==> src/rtl/instr_fetch_ooo_guard_if.sv <==
// Handshake bundle for the fetch stage: PC in, memory request/response, fetched {pc, instr} out.
// The master modport is the fetch stage; the slave modport is its environment.
interface instr_fetch_ooo_guard_if #(
  parameter int unsigned ADDR_WIDTH  = 32,
  parameter int unsigned INSTR_WIDTH = 32
);
  logic                              pc_valid;
  logic                              pc_ready;
  logic [ADDR_WIDTH-1:0]             pc_data;
  logic                              mem_req_valid;
  logic                              mem_req_ready;
  logic [ADDR_WIDTH-1:0]             mem_req_data;
  logic                              mem_resp_valid;
  logic                              mem_resp_ready;
  logic [INSTR_WIDTH-1:0]            mem_resp_data;
  logic                              fetched_valid;
  logic                              fetched_ready;
  logic [ADDR_WIDTH+INSTR_WIDTH-1:0] fetched_data;

  modport master (
    input  pc_valid, pc_data, mem_req_ready, mem_resp_valid, mem_resp_data, fetched_ready,
    output pc_ready, mem_req_valid, mem_req_data, mem_resp_ready, fetched_valid, fetched_data
  );

  modport slave (
    output pc_valid, pc_data, mem_req_ready, mem_resp_valid, mem_resp_data, fetched_ready,
    input  pc_ready, mem_req_valid, mem_req_data, mem_resp_ready, fetched_valid, fetched_data
  );
endinterface

==> src/rtl/instr_fetch_ooo_guard.sv <==
// Fetch stage: issues in-order instruction reads, pairs each response with its PC, drops
// responses made stale by flush, and reserves output buffer space per issued request so the
// memory response channel never needs back-pressure.
// Optional macro FETCH_PERF_CNT_EN adds saturating issue/drop/credit-stall counters.
module instr_fetch_ooo_guard #(
  parameter int unsigned ADDR_WIDTH      = 32,
  parameter int unsigned INSTR_WIDTH     = 32,
  parameter int unsigned MAX_OUTSTANDING = 4,
  parameter int unsigned BUF_DEPTH       = 4
) (
  input  logic                  clk,
  input  logic                  rst,
  input  logic                  flush,
  instr_fetch_ooo_guard_if.master bus,
  output logic                  busy
`ifdef FETCH_PERF_CNT_EN
  ,
  output logic [31:0]           perf_issued,
  output logic [31:0]           perf_dropped,
  output logic [31:0]           perf_credit_stall
`endif
);
  localparam int unsigned CntW  = $clog2(MAX_OUTSTANDING + 1);
  localparam int unsigned OccW  = $clog2(BUF_DEPTH + 1);
  localparam int unsigned TagPw = (MAX_OUTSTANDING > 1) ? $clog2(MAX_OUTSTANDING) : 1;
  localparam int unsigned BufPw = (BUF_DEPTH > 1) ? $clog2(BUF_DEPTH) : 1;
  localparam int unsigned FetW  = ADDR_WIDTH + INSTR_WIDTH;

  logic                  active_q;
  logic [CntW-1:0]       total_q, stale_q, live;
  logic [OccW-1:0]       occ_q;
  logic [TagPw-1:0]      tag_rd_q, tag_wr_q;
  logic [BufPw-1:0]      buf_rd_q, buf_wr_q;
  logic [ADDR_WIDTH-1:0] tag_mem [MAX_OUTSTANDING];
  logic [FetW-1:0]       buf_mem [BUF_DEPTH];
  logic                  permit, req_fire, resp_fire, resp_take, resp_keep, deq;

  function automatic logic [TagPw-1:0] tag_inc(input logic [TagPw-1:0] p);
    return (32'(p) == MAX_OUTSTANDING - 1) ? '0 : p + TagPw'(1);
  endfunction

  function automatic logic [BufPw-1:0] buf_inc(input logic [BufPw-1:0] p);
    return (32'(p) == BUF_DEPTH - 1) ? '0 : p + BufPw'(1);
  endfunction

  // Every live request holds one buffer credit, so a kept response always finds a free slot.
  assign live   = total_q - stale_q;
  assign permit = active_q && !flush && (32'(total_q) < MAX_OUTSTANDING) &&
                  (32'(live) + 32'(occ_q) < BUF_DEPTH);

  assign bus.mem_req_valid  = bus.pc_valid && permit;
  assign bus.pc_ready       = bus.mem_req_ready && permit;
  assign bus.mem_req_data   = bus.pc_data;
  assign bus.mem_resp_ready = active_q;
  assign bus.fetched_valid  = active_q && (occ_q != '0) && !flush;
  assign bus.fetched_data   = buf_mem[buf_rd_q];
  assign busy               = (total_q != '0);

  assign req_fire  = bus.mem_req_valid && bus.mem_req_ready;
  assign resp_fire = bus.mem_resp_valid && bus.mem_resp_ready;
  // A response with nothing outstanding is ignored entirely.
  assign resp_take = resp_fire && (total_q != '0);
  assign resp_keep = resp_take && (stale_q == '0) && !flush;
  assign deq       = bus.fetched_valid && bus.fetched_ready;

  // Counters, FIFO pointers and the out-of-reset flag.
  always_ff @(posedge clk or negedge rst) begin
    if (!rst) begin
      active_q <= 1'b0;
      total_q  <= '0;
      stale_q  <= '0;
      occ_q    <= '0;
      tag_rd_q <= '0;
      tag_wr_q <= '0;
      buf_rd_q <= '0;
      buf_wr_q <= '0;
    end else begin
      active_q <= 1'b1;
      total_q  <= total_q + CntW'(req_fire) - CntW'(resp_take);
      if (req_fire)  tag_wr_q <= tag_inc(tag_wr_q);
      if (resp_take) tag_rd_q <= tag_inc(tag_rd_q);
      if (flush) begin
        // Nothing issues in a flush cycle, so everything still outstanding becomes stale.
        stale_q  <= total_q - CntW'(resp_take);
        occ_q    <= '0;
        buf_rd_q <= '0;
        buf_wr_q <= '0;
      end else begin
        if (resp_take && (stale_q != '0)) stale_q <= stale_q - CntW'(1);
        occ_q <= occ_q + OccW'(resp_keep) - OccW'(deq);
        if (resp_keep) buf_wr_q <= buf_inc(buf_wr_q);
        if (deq)       buf_rd_q <= buf_inc(buf_rd_q);
      end
    end
  end

  // Tag and output buffer storage; contents are meaningless until written.
  always_ff @(posedge clk) begin
    if (req_fire)  tag_mem[tag_wr_q] <= bus.pc_data;
    if (resp_keep) buf_mem[buf_wr_q] <= {tag_mem[tag_rd_q], bus.mem_resp_data};
  end

  resp_without_request: assert property (@(posedge clk) disable iff (!rst)
    !(resp_fire && (total_q == '0)));
  buffer_overflow: assert property (@(posedge clk) disable iff (!rst)
    !(resp_keep && !deq && (32'(occ_q) >= BUF_DEPTH)));
  stale_exceeds_total: assert property (@(posedge clk) disable iff (!rst)
    (stale_q <= total_q));

`ifdef FETCH_PERF_CNT_EN
  logic resp_drop, credit_stall;
  assign resp_drop    = resp_take && ((stale_q != '0) || flush);
  assign credit_stall = active_q && bus.pc_valid && !flush && !permit;

  // Saturating event counters.
  always_ff @(posedge clk or negedge rst) begin
    if (!rst) begin
      perf_issued       <= '0;
      perf_dropped      <= '0;
      perf_credit_stall <= '0;
    end else begin
      if (req_fire && (perf_issued != '1))           perf_issued       <= perf_issued + 32'd1;
      if (resp_drop && (perf_dropped != '1))         perf_dropped      <= perf_dropped + 32'd1;
      if (credit_stall && (perf_credit_stall != '1)) perf_credit_stall <= perf_credit_stall + 32'd1;
    end
  end
`endif
endmodule

==> src/flat_wrapper.sv <==
// flat-port wrapper written by rule: the top's interface ports become plain ports
module instr_fetch_ooo_guard_flat 
#(
  parameter int unsigned ADDR_WIDTH      = 32,
  parameter int unsigned INSTR_WIDTH     = 32,
  parameter int unsigned MAX_OUTSTANDING = 4,
  parameter int unsigned BUF_DEPTH       = 4
)
  (clk, rst, flush, busy, bus_pc_valid, bus_pc_data, bus_mem_req_ready, bus_mem_resp_valid, bus_mem_resp_data, bus_fetched_ready, bus_pc_ready, bus_mem_req_valid, bus_mem_req_data, bus_mem_resp_ready, bus_fetched_valid, bus_fetched_data);
  instr_fetch_ooo_guard_if #(.ADDR_WIDTH(ADDR_WIDTH), .INSTR_WIDTH(INSTR_WIDTH)) bus_i ();
  input  logic clk;
  input  logic rst;
  input  logic flush;
  output logic busy;
  input wire logic [$bits(bus_i.pc_valid)-1:0] bus_pc_valid;
  input wire logic [$bits(bus_i.pc_data)-1:0] bus_pc_data;
  input wire logic [$bits(bus_i.mem_req_ready)-1:0] bus_mem_req_ready;
  input wire logic [$bits(bus_i.mem_resp_valid)-1:0] bus_mem_resp_valid;
  input wire logic [$bits(bus_i.mem_resp_data)-1:0] bus_mem_resp_data;
  input wire logic [$bits(bus_i.fetched_ready)-1:0] bus_fetched_ready;
  output wire logic [$bits(bus_i.pc_ready)-1:0] bus_pc_ready;
  output wire logic [$bits(bus_i.mem_req_valid)-1:0] bus_mem_req_valid;
  output wire logic [$bits(bus_i.mem_req_data)-1:0] bus_mem_req_data;
  output wire logic [$bits(bus_i.mem_resp_ready)-1:0] bus_mem_resp_ready;
  output wire logic [$bits(bus_i.fetched_valid)-1:0] bus_fetched_valid;
  output wire logic [$bits(bus_i.fetched_data)-1:0] bus_fetched_data;
  assign bus_i.pc_valid = bus_pc_valid;
  assign bus_i.pc_data = bus_pc_data;
  assign bus_i.mem_req_ready = bus_mem_req_ready;
  assign bus_i.mem_resp_valid = bus_mem_resp_valid;
  assign bus_i.mem_resp_data = bus_mem_resp_data;
  assign bus_i.fetched_ready = bus_fetched_ready;
  assign bus_pc_ready = bus_i.pc_ready;
  assign bus_mem_req_valid = bus_i.mem_req_valid;
  assign bus_mem_req_data = bus_i.mem_req_data;
  assign bus_mem_resp_ready = bus_i.mem_resp_ready;
  assign bus_fetched_valid = bus_i.fetched_valid;
  assign bus_fetched_data = bus_i.fetched_data;
  instr_fetch_ooo_guard #(.ADDR_WIDTH(ADDR_WIDTH), .INSTR_WIDTH(INSTR_WIDTH), .MAX_OUTSTANDING(MAX_OUTSTANDING), .BUF_DEPTH(BUF_DEPTH)) u_core (.clk(clk), .rst(rst), .flush(flush), .bus(bus_i), .busy(busy));
endmodule
==> config.mk <==
export PLATFORM = sky130hd
export DESIGN_NAME = instr_fetch_ooo_guard_flat
export DESIGN_NICKNAME = d
export VERILOG_FILES = /design/src/rtl/instr_fetch_ooo_guard_if.sv /design/src/rtl/instr_fetch_ooo_guard.sv /design/src/flat_wrapper.sv
export SDC_FILE = /design/constraint.sdc
export NUM_CORES = 1
export LEC_CHECK = 0
export ABC_AREA = 1
export CAP_MARGIN = 30
export CORE_MARGIN = 2
export CORE_UTILIZATION = 50
export DETAILED_ROUTE_END_ITERATION = 12
export DONT_BUFFER_PORTS = 1
export PLACE_DENSITY_LB_ADDON = 0.2
export SETUP_SLACK_MARGIN = 0.3
export SYNTH_ARGS = -nofsm -noshare
export SYNTH_HDL_FRONTEND = slang
export SYNTH_SLANG_ARGS = --single-unit
==> constraint.sdc <==
create_clock -name clk -period 5.12 [get_ports clk]
set_input_delay 1.024 -clock clk [delete_from_list [all_inputs] [get_ports clk]]
set_output_delay 1.024 -clock clk [all_outputs]
set_load 0.005 [all_outputs]
==> impl_metrics.py, run 1 <==
metrics = {
    "run_status": {
        "outcome": "complete, no violations",
    },
    "finish": {
        "drive_gt1_share_pct": 8.67,
        "fin_nets": 1193,
        "regArea_sq_um": 12000,
        "multi_input_area_sq_um": 3080,
        "antenna_cells": 0,
        "area_growth_pct": 9.42,
        "num-fill-cells": 2490,
    },
    "clock_network": {
        "post-cts-setup-buffers": 0,
        "clockBufferDepth": 3,
        "insertion_delay_ps": 540,
        "cts_hold_buf": 0,
        "cts.sinks": 402,
        "clk_pin_slew_ps": 60,
        "cts-resized-gates": 0,
        "htreeDepth": 2,
        "cts_tree": "built",
        "cts_root_buffer": "clkbuf_16",
        "cts_made_buffers": 41,
    },
    "grt": {
        "track_usage_pct": 18.8,
        "overflow": 0,
        "antenna_found_initial": 0,
        "grt_max_degree": 95,
        "grt_pass1_wl_microns": 47800,
        "first_global_vias": 8264,
    },
    "yosys": {
        "yosys_warnings": 0,
        "synthTopCellsByCount": "384 x edfxtp_1, 216 x nor2_1, 128 x o21ai_0",
        "ys_async_sr_fraction_pct": 4.48,
        "ys_seq_area_share_pct": 75.9,
        "postSynthCellCount": 1133,
        "yosys_register_bits": 402,
        "synth_top_area_cell": "edfxtp_1",
        "syn_nets": 1228,
        "yosysTopAreaCellShare_pct": 73.0,
        "synthFlopType": "edfxtp_1",
        "synth_top_cells_by_area": "edfxtp_1 73%, nor2_1 5.1%, o21ai_0 4.1%, o22ai_1 3.8%, dfrtp_1 2.9%",
        "synthDistinctLibCells": 28,
        "synth-edff-count": 384,
        "synth.cell_area_sq_um": 15800,
        "synth_area_per_cell_sq_um": 13.9,
        "synth.most_common_cell": "edfxtp_1",
    },
    "timing": {
        "setup_violations": 0,
        "period_share_pct": 75.7,
        "finalClockSkew_ps": 19.1,
        "max_slew_margin_pct": 33.3,
        "hold_viol": 0,
        "tightest_slew_ps": 1000,
        "maxSlewViolCount": 0,
        "setup_ws_ps": 1240,
        "fin_tns_setup_ps": 0,
        "period_minus_slack_ps": 3880,
        "max_freq_mhz": 258,
        "rsz0062_at_grt": "no",
    },
    "floorplanning": {
        "io_pins": 172,
        "dieArea_sq_um": 33000,
        "die_w_microns": 182,
        "coreArea_sq_um": 31300,
        "die_h_microns": 182,
        "initial_core_util_pct": 50.4,
        "num_rows": 65,
    },
    "place": {
        "io_buffers": 0,
        "gp_congestion": 0.762,
        "place_hpwl_microns": 17700,
        "pre_cts_ws_ps": 1810,
    },
    "setup_path": {
        "startpoint_type": "register",
        "critPathKind": "reg2out",
        "arrival_ps": 2850,
        "endpoint_kind": "output pin",
        "required_ps": 4100,
        "worstPathMaxFanout": 94,
    },
    "routing": {
        "drc": 0,
        "vias": 8507,
        "route.antenna.remaining_nets": 0,
        "drt-pass1-iter-count": 5,
        "totalWireLength_microns": 30900,
        "via_per_inst": 5.55,
        "wl_per_cell_microns": 20.2,
        "drt_iter0_markers": 683,
    },
    "run": {
        "cap_violations": 0,
    },
    "pwr": {
        "cellPowerDensity_nw_per_um2": 467,
        "p_leak_nw": 5.74,
        "peakVddDrop_v": 0.000314,
    },
    "worst_hold_path": {
        "hp-class": "in2async",
    },
}
==> path summary, 6_finish.rpt <==
path	start	to	slack [ps]	cells past startpoint
worst max-delay path	u_core.buf_rd_q[0]	bus_fetched_data[13]	1240	4
worst min-delay path	rst	u_core.occ_q[0]	180	0
worst max register to register	u_core.total_q[0]	u_core.tag_mem[0][16]	2010	12
worst min register to register	u_core.tag_wr_q[1]	u_core.tag_wr_q[1]	550	2
max in group asynchronous	rst	u_core.tag_rd_q[0]	4850	0
min in group clk	flush	u_core.occ_q[0]	540	1
==> metal layers <==
metal  vias up  routed length, microns  global-route usage (%)
li1       4055                       -                       -
met1      4158                   13700                    25.9
met2       240                   14100                    29.1
met3        54                    2410                    5.42
met4         0                     676                    6.21
met5         -                       0                       0
==> logic make-up (layout without fill, tap and decap cells) <==
group | Yosys count | after routing | synth area share (%)
DFF | 402 | 402 | 75.9
adders and majority gates | 24 | 24 | 2.04
AOI/OAI and AO/OA | 300 | 300 | 10.3
and+or+nand+nor | 258 | 258 | 6.38
other | 1 | 1 | 0.0237
xor gates and xnor gates | 7 | 7 | 0.388
buffers and inverters | 141 | 138 | 5.03
==> stage by stage <==
step | hold WS, ps | area, sq um | total power [mW] | std cells | util (%)
after CTS | 151 | 17200 | 8.16 | 1530 | 55.0
final | 176 | 17300 | 8.08 | 1532 | 55.2
after detailed placement | 530 | 16000 | 5.31 | 1455 | 50.9
after floorplan | 492 | 15800 | 4.96 | 1133 | -
after global placement | 533 | 15800 | 5.25 | 1450 | 50.6
after global routing | 155 | 17300 | 8.47 | 1532 | 55.2
==> final cells by class <==
class	count	area share [%]
clock buffers	61	6.73
clock inverters	14	0.688
inverters	45	0.999
multi-input cells	590	17.8
flip-flops and latches	402	69.4
well taps	402	2.91
repair buffers	18	1.49
==> report_power, final <==
| group | total [mW] | switching (mW) | internal (mW) |
|---|---|---|---|
| clock network | 2.85 | 1.18 | 1.67 |
| logic | 1.25 | 0.898 | 0.353 |
| registers | 3.97 | 0.0613 | 3.91 |
==> cells in the final DEF (no fill, tap or decap), types with 3 or more instances in the layout <==
cell type,Yosys,final
ha_1,21,21
inv_1,31,31
nand3_1,6,6
buf_12,0,5
nand2_1,29,29
clkinv_1,2,9
xnor2_1,4,4
inv_2,10,10
buf_4,44,10
o21ai_0,128,128
clkinv_2,1,4
nor2_1,216,208
nor2_4,0,8
o21ai_1,74,74
buf_16,0,3
clkbuf_16,0,43
xor2_1,3,3
edfxtp_1,384,384
dfrtp_1,18,15
fa_1,3,3
o22ai_1,96,96
clkbuf_1,30,16
==> critical path, cell delays in order, from the launching register on <==
cell and delay [ps]:
dfrtp_4 660, inv_4 800, buf_4 450, o21ai_0 130, o22ai_1 210
==> state kept, by name, indices dropped and copies added (netlist names) <==
register,count
u_core.buf_wr_q,2
u_core.stale_q,3
u_core.buf_mem,256
u_core.bus.mem_resp_ready,1
u_core.tag_wr_q,2
u_core.tag_mem,128
u_core.occ_q,3
u_core.total_q,3
u_core.buf_rd_q,2
u_core.tag_rd_q,2
No activity file was read; power rests on OpenSTA's default activity.
==> run 2: changes to the inputs <==
- clock period: 5.12 -> 3.78 ns (I/O delays scaled with it)
==> impl_metrics.py, run 2 (synthesis results as in run 1) <==
metrics = {
    "floorplanning": {
        "coreArea_sq_um": 31300,
        "die_h_microns": 182,
        "num_rows": 65,
        "initial_core_util_pct": 50.4,
        "io_pins": 172,
        "dieArea_sq_um": 33000,
        "die_w_microns": 182,
    },
    "grt": {
        "overflow": 0,
        "grt_use_met2_pct": 30.7,
        "busiest_layer": "met2",
        "grt_pass1_wl_microns": 47100,
        "grt_util_met1_pct": 24.0,
        "antenna_found_initial": 0,
        "grt_max_degree": 87,
        "first_global_vias": 8184,
        "grt_use_met3_pct": 5.98,
        "track_usage_pct": 18.6,
    },
    "timing": {
        "hold_viol": 0,
        "tightest_slew_ps": 871,
        "setup_ws_ps": 544,
        "period_share_pct": 85.6,
        "rsz0062_at_grt": "no",
        "maxSlewViolCount": 0,
        "max_slew_margin_pct": 41.9,
        "period_minus_slack_ps": 3240,
        "fin_tns_setup_ps": 0,
        "setup_violations": 0,
        "finalClockSkew_ps": 13.9,
        "max_freq_mhz": 309,
    },
    "finish": {
        "final_common_cell": "edfxtp_1",
        "final_cell_mix": "384 x edfxtp_1, 207 x nor2_1, 128 x o21ai_0",
        "num-fill-cells": 2486,
        "antenna_cells": 0,
        "drive_gt1_share_pct": 9.43,
        "finalNonFillerCells": 1537,
        "top_regs": "u_core.buf_mem x256, u_core.tag_mem x128",
        "multi_input_area_sq_um": 3080,
        "largest_register_ffs": 256,
        "regArea_sq_um": 12000,
        "stdcell_area_sq_um": 17300,
        "post-route-util_pct": 55.2,
        "regMostFlops": "u_core.buf_mem",
        "area_growth_pct": 9.41,
        "fin_nets": 1199,
    },
    "clock_network": {
        "insertion_delay_ps": 520,
        "cts_made_buffers": 42,
        "cts_tree": "built",
        "htreeDepth": 2,
        "post-cts-setup-buffers": 0,
        "cts_root_buffer": "clkbuf_16",
        "clockBufferDepth": 3,
        "cts.sinks": 402,
        "clk_pin_slew_ps": 60,
    },
    "routing": {
        "drt-pass1-iter-count": 5,
        "drc": 0,
        "vias": 8323,
        "drt_iter0_markers": 621,
        "wl_per_cell_microns": 19.8,
        "totalWireLength_microns": 30400,
        "via_per_inst": 5.42,
        "route.antenna.remaining_nets": 0,
    },
    "pwr": {
        "combinationalPowerShare_pct": 15.9,
        "cellPowerDensity_nw_per_um2": 627,
        "p_int_mw": 7.95,
        "p_leak_nw": 5.74,
        "clock_power_share_pct": 34.5,
        "peakVddDrop_v": 0.000412,
        "switching_power_mw": 2.89,
        "p_sw_share_pct": 26.7,
        "power_frac_seq_pct": 49.6,
    },
    "place": {
        "gp_congestion": 0.771,
        "io_buffers": 0,
        "placed_cell_area_sq_um": 16000,
        "place_hpwl_microns": 17200,
        "pre_cts_ws_ps": 785,
        "dp_cells": 1460,
    },
    "setup_path": {
        "critPathKind": "reg2out",
        "crit_family": "adder cells",
        "startpoint_type": "register",
        "endpoint_kind": "output pin",
        "cp_num_buf_inv": 3,
        "crit_chain": "clkinv_1, ha_1, inv_1, fa_1, xor2_1, ha_1, nor2_1, nand2_1, nor2_2, inv_2, nor2_1",
        "critPathMaxStageDelay_ps": 370,
        "worstPathMaxFanout": 3,
        "arrival_ps": 2480,
        "crit_slowest_cell": "fa_1",
        "required_ps": 3020,
    },
    "run_status": {
        "outcome": "complete, no violations",
    },
    "worst_hold_path": {
        "hp-class": "in2reg",
    },
    "run": {
        "cap_violations": 0,
    },
}
run 2: cell count changes in the layout (fill, tap and decap cells not counted), moves of 2 or more:
cell / change
buf_12: +2
buf_16: -3
buf_4: +4
bufinv_16: -2
clkbuf_1: -9
clkbuf_16: +2
clkbuf_8: -2
clkinv_1: +5
clkinv_2: +2
clkinv_4: +2
clkinvlp_4: +4
inv_6: -2
run 2: stage by stage:
stage	hold slack (ps)	total power, mW
2_1_floorplan	460	6.72
3_3_place_gp	461	7.13
3_5_place_dp	461	7.19
4_1_cts	273	10.9
5_1_grt	276	11.3
6_report	288	10.8
run 2: worst register-to-register path, delay by kind of cell (launching register included):
kind	cells	cell delay (ps)
fa+ha+maj	3	800
buf+inv	4	610
xor+xnor	1	170
simple gates	4	650
flops	1	360
run 2: timing repair:
action | in CTS | in global routing
gates resized for setup | 0 | 1
hold buffers | 1 | 0
endpoints found under the hold margin | 18 | 0
endpoints found under the setup margin | 0 | 2
run 2: layout make-up:
cell class,instances,area share [%]
Sequential cell,402,69.4
Multi-Input combinational cell,590,17.8
Clock buffer,52,6.67
Tap cell,402,2.91
Timing Repair Buffer,23,1.54
Inverter,45,0.999
Clock inverter,23,0.681
run 2: metal layers:
metal / up-vias / part of all wire (%) / wire length [microns]
li1: 4074 / - / -
met4: 0 / 1.7 / 522
met3: 44 / 8.2 / 2490
met1: 3981 / 42 / 12700
met5: - / 0 / 0
met2: 224 / 48 / 14600
run 2: power groups by stage:
stage | Combinational [mW] | Sequential [mW] | Clock, mW
detailed placement | 1.73 | 5.47 | 0
global route | 1.96 | 5.39 | 4.00
floorplan | 1.28 | 5.45 | 0
global placement | 1.67 | 5.46 | 0
finish | 1.72 | 5.38 | 3.73
CTS | 1.73 | 5.37 | 3.83
run 2: path summary, 6_finish.rpt:
check,startpoint,endpoint,slack (ps),cells after the start
hold reg to reg,u_core.tag_wr_q[1],u_core.tag_wr_q[1],560,2
hold / removal,flush,u_core.occ_q[1],290,1
setup / recovery,u_core.total_q[0],bus_mem_req_valid,540,11
min in group asynchronous,rst,u_core.tag_wr_q[1],590,1
setup reg to reg,u_core.total_q[0],u_core.tag_mem[0][6],790,12
max in group asynchronous,rst,u_core.buf_rd_q[0],2720,2
==> run 3: changes to the inputs <==
- CTS_CLUSTER_SIZE: default -> 40
==> results of run 3 <==
No change in the layout: final DEF, timing and power equal those of run 2.
